## src/rtl/general_register_file.sv

```systemverilog
// general_register_file
// ---------------------------------------------------------------------------
// Operand stage for the 16-bit ALU. Holds four general registers (R1-R4) and
// four scratch registers (S1-S4). Every enabled register applies the same
// FunSel operation on the rising edge. Two independent combinational muxes
// drive the ALU A and B operand buses.
//
// Ports
//   Clock    in   1       system clock, all state updates on rising edge
//   Reset    in   1       synchronous active-high, clears all eight registers
//   I        in   DATA_W  write data (ALU result, memory data or immediate)
//   FunSel   in   3       operation applied to every enabled register
//   RegSel   in   4       write enables, bit0=R1 .. bit3=R4
//   ScrSel   in   4       write enables, bit0=S1 .. bit3=S4
//   OutASel  in   3       A read select: 0..3 = R1..R4, 4..7 = S1..S4
//   OutBSel  in   3       B read select, same encoding as OutASel
//   OutA     out  DATA_W  ALU operand A
//   OutB     out  DATA_W  ALU operand B
// ---------------------------------------------------------------------------
module general_register_file #(
  parameter int DATA_W = 16
) (
  input  logic              Clock,
  input  logic              Reset,
  input  logic [DATA_W-1:0] I,
  input  logic [2:0]        FunSel,
  input  logic [3:0]        RegSel,
  input  logic [3:0]        ScrSel,
  input  logic [2:0]        OutASel,
  input  logic [2:0]        OutBSel,
  output logic [DATA_W-1:0] OutA,
  output logic [DATA_W-1:0] OutB
);

  localparam int L = DATA_W / 2;
  localparam logic [DATA_W-1:0] ONE = {{(DATA_W-1){1'b0}}, 1'b1};

  typedef enum logic [2:0] {
    FS_DEC         = 3'b000,
    FS_INC         = 3'b001,
    FS_LOAD        = 3'b010,
    FS_CLEAR       = 3'b011,
    FS_CLR_LOADLO  = 3'b100,
    FS_LOADLO      = 3'b101,
    FS_LOADHI      = 3'b110,
    FS_SEXT_LOADLO = 3'b111
  } fun_sel_e;

  // Unified enable vector: indices 0..3 are R1..R4, 4..7 are S1..S4, which
  // matches the read-select encoding so one index space serves both paths.
  logic [7:0]        w_en;
  logic [DATA_W-1:0] w_regs [8];

  assign w_en = {ScrSel, RegSel};

  genvar gi;
  generate
    for (gi = 0; gi < 8; gi++) begin : g_reg
      logic [DATA_W-1:0] r_q;
      logic [DATA_W-1:0] w_next;

      // Next value is computed from this register's own current value, so
      // INC/DEC on several registers at once stay independent.
      always_comb begin
        w_next = r_q;
        case (FunSel)
          FS_DEC:         w_next = r_q - ONE;
          FS_INC:         w_next = r_q + ONE;
          FS_LOAD:        w_next = I;
          FS_CLEAR:       w_next = '0;
          FS_CLR_LOADLO:  w_next = {{L{1'b0}}, I[L-1:0]};
          FS_LOADLO:      w_next = {r_q[DATA_W-1:L], I[L-1:0]};
          FS_LOADHI:      w_next = {I[L-1:0], r_q[L-1:0]};
          FS_SEXT_LOADLO: w_next = {{L{I[L-1]}}, I[L-1:0]};
          default:        w_next = r_q;
        endcase
      end

      // The enable gates the update, so an unknown FunSel on a disabled
      // register never reaches its state.
      always_ff @(posedge Clock) begin
        if (Reset) begin
          r_q <= '0;
        end else if (w_en[gi]) begin
          r_q <= w_next;
        end
      end

      assign w_regs[gi] = r_q;
    end
  endgenerate

  // Read muxes see register state only; a value on I becomes visible after
  // the edge that stores it, which keeps the ALU write-back path loop-free.
  assign OutA = w_regs[OutASel];
  assign OutB = w_regs[OutBSel];

endmodule

```

## config.mk

```make
export PLATFORM = sky130hd
export DESIGN_NAME = general_register_file
export DESIGN_NICKNAME = d
export VERILOG_FILES = /design/src/rtl/general_register_file.sv
export SDC_FILE = /design/constraint.sdc
export NUM_CORES = 1
export LEC_CHECK = 0
export CAP_MARGIN = 10
export CORE_ASPECT_RATIO = 1.5
export CORE_MARGIN = 5
export CORE_UTILIZATION = 35
export DETAILED_ROUTE_END_ITERATION = 8
export PLACE_DENSITY = 0.54
export SYNTH_ARGS = -nofsm -noshare
export SYNTH_HDL_FRONTEND = slang
export SYNTH_SLANG_ARGS = --single-unit
```

## constraint.sdc

```tcl
create_clock -name Clock -period 7.8 [get_ports Clock]
set_input_delay 1.56 -clock Clock [delete_from_list [all_inputs] [get_ports Clock]]
set_output_delay 1.56 -clock Clock [all_outputs]
set_load 0.02 [all_outputs]
```

==> results.sh <==
export IMPL_timing_hold_ws_ns=0.528
export IMPL_placed_cells=1972
export IMPL_cts_tree="yes"
export IMPL_setup_violations=0
export IMPL_grt_pass1_vias=12184
export IMPL_outcome="completed"
export IMPL_numCtsBuffers=17
export IMPL_critPathArrivalTime_ns=3.99
export IMPL_synth_fp_nets=1662
export IMPL_ys_seq_elements=128
export IMPL_netlist_area_leader_share=0.203
export IMPL_r2r_start="g_reg[5].r_q[1]"
export IMPL_antenna_cells=0
export IMPL_hold_depth=2
export IMPL_cp_start_kind="input port"
export IMPL_grt_pass1_wl_um=70900
export IMPL_ctsHoldBuffers=0
export IMPL_clk_pin_slew_ns=0.06
export IMPL_critPathCaptureType="output port"
export IMPL_fin_crit_ns=5.55
export IMPL_worstSetupPathType="input port to output port"
export IMPL_portBuffers=66
export IMPL_ctsResizeCount=0
export IMPL_slew_headroom=0.225
export IMPL_synth_warnings=0
export IMPL_nets=1679
export IMPL_die_w_um=165
export IMPL_pre_cts_ws_ns=2.08
export IMPL_largest_register_ffs=128
export IMPL_reg2reg_depth=9
export IMPL_drv_cap=0
export IMPL_first_pass_iters=5
export IMPL_syn_inst=1496
export IMPL_postSynth_asyncResetShare=0
export IMPL_grt_use_total=0.231
export IMPL_post_cts_setup_buffer_count=0
export IMPL_seq_area_frac_synth=0.203
export IMPL_layout_cells_non_filler=2003
export IMPL_clock_latency_ns=0.46
export IMPL_fillCellCount=3655
export IMPL_fin_skew_ns=0.0105
export IMPL_wl_per_cell_um=23.0
export IMPL_post_route_period_util=0.712
export IMPL_fp_dieArea_um2=40100
export IMPL_r2r_setup_slack_ns=4.85
export IMPL_yosys_top_cells_area="dfxtp_1, ha_1, mux4_2"
export IMPL_drtAntennaViolNets=0
export IMPL_ys_flop_type="dfxtp_1"
export IMPL_synth_edff_count=0
export IMPL_drt_drc_violations_left=0
export IMPL_synth_avg_cell_area_um2=8.44
export IMPL_rsz0062_at_grt="false"
export IMPL_p_leak_uw=0.00553
export IMPL_largest_registers="g.r_q: 128 flops"
export IMPL_rows=85
export IMPL_clock_sinks=128
export IMPL_max_freq_mhz=180
export IMPL_finalSetupTns_ns=0
export IMPL_post_dp_hpwl_um=34900
export IMPL_finalHoldViolations=0
export IMPL_reg2reg_to="g_reg[5].r_q[15]"
export IMPL_worstMarginPinSlew_ns=1.16
export IMPL_largest_register="g.r_q"
export IMPL_crit_fanout=17
export IMPL_die_h_um=243
export IMPL_min_to="g_reg[6].r_q[4]"
export IMPL_min_from="g_reg[6].r_q[4]"
export IMPL_grt_max_degree=76
export IMPL_syn_to_final_growth_pct=12.6
export IMPL_dr_total_vias=12079
export IMPL_start_util=0.352
export IMPL_finalMaxSlewViolations=0
export IMPL_wl_um=46000
export IMPL_layout_drive_gt1_share=0.101
export IMPL_synthMostInstantiatedCell="nor2_1"
export IMPL_grt_ovfl_total=0
export IMPL_cts_max_level=4
export IMPL_io_pins=67
export IMPL_core_area_um2=35800
export IMPL_cellPowerDensity_nw_per_um2=195
export IMPL_syn_area_um2=12600
export IMPL_cts_root_buffer="clkbuf_16"
export IMPL_setup_ws_ns=2.25
export IMPL_final_util=0.397
export IMPL_required_ns=6.24
export IMPL_synth_commonest_cells="nor2_1, dfxtp_1, ha_1, nand2_1, a21oi_1"
export IMPL_synth_cell_types=74
export IMPL_ir_drop_v=0.000121
export IMPL_synth_top_area_cell="dfxtp_1"
export IMPL_clockBufferDepth=2
export IMPL_antenna_found_initial=0
export IMPL_hp_class="register to register"
export IMPL_viasPerCell=6.03
export IMPL_drt_initial_drc_count=732
export IMPL_gp_congestion=0.879
-- metal layers --
layer / wire length (um) / global-route usage / vias up
met5: 0 / 0 / -
met4: 2370 / 0.118 / 0
met3: 1850 / 0.0309 / 110
met2: 24200 / 0.420 / 300
met1: 17600 / 0.257 / 5946
li1: - / - / 5723
-- cell type report --
cell class	instances	area, um2	share of cell area
clock buffers	26	509	0.0358
inverters	46	173	0.0121
repair buffers	77	721	0.0507
flip-flops and latches	128	2560	0.180
well taps	478	598	0.0421
multi-input cells	1243	9610	0.675
clock inverters	5	52.6	0.00370
-- report_power, final --
part / switching, uW / total [uW] / internal (uW)
logic: 647 / 1170 / 526
registers: 89.1 / 802 / 713
clock network: 323 / 800 / 477
total: 1060 / 2770 / 1720
-- cell families after synthesis --
| logic type | after synthesis | share of synthesized area |
|---|---|---|
| muxes | 106 | 0.151 |
| and+or+nand+nor | 450 | 0.163 |
| adders and majority gates | 131 | 0.135 |
| buffers and inverters | 125 | 0.0379 |
| AOI/OAI and AO/OA | 476 | 0.256 |
| xor gates and xnor gates | 80 | 0.0555 |
| DFF | 128 | 0.203 |
-- placed cells by master (no fill, tap or decap), types with 19 or more instances in the layout --
| master | synthesis | routed |
|---|---|---|
| a21oi_1 | 100 | 100 |
| inv_1 | 46 | 46 |
| o211ai_1 | 30 | 30 |
| dfxtp_1 | 128 | 128 |
| a211oi_1 | 29 | 29 |
| a311oi_1 | 58 | 58 |
| a31oi_1 | 19 | 19 |
| mux4_2 | 64 | 64 |
| nor3_1 | 39 | 39 |
| nor2_1 | 175 | 174 |
| nand3_1 | 19 | 19 |
| mux2_2 | 33 | 33 |
| o21ai_0 | 90 | 90 |
| ha_1 | 123 | 123 |
| clkdlybuf4s50_1 | 0 | 61 |
| and2_1 | 19 | 19 |
| xor2_1 | 21 | 21 |
| xnor2_1 | 59 | 59 |
| nand2_1 | 117 | 116 |
| a21o_1 | 32 | 32 |
-- worst max path at each step --
stage / startpoint / to / slack, ns
4_1_cts: OutASel[0] / OutA[8] / 2.21
5_1_grt: OutASel[0] / OutA[8] / 2.11
3_3_place_gp: FunSel[2] / g_reg[0].r_q[15] / 2.13
6_report: OutASel[0] / OutA[8] / 2.25
2_1_floorplan: FunSel[0] / g_reg[4].r_q[12] / 0.73
3_5_place_dp: FunSel[2] / g_reg[0].r_q[15] / 2.08
-- stage by stage --
step	cell area [um2]	power [uW]
after detailed placement	13700	1980
after floorplan	12600	1650
after global routing	14200	2940
after CTS	14200	2790
final	14200	2770
after global placement	13700	1970
-- worst max-delay path, cell delays in order --
cell and delay (ns):
buf_2 0.50, buf_4 0.48, mux4_2 0.57, mux2_2 0.32, clkdlybuf4s50_1 0.55
No activity file was read; power rests on OpenSTA's default activity.
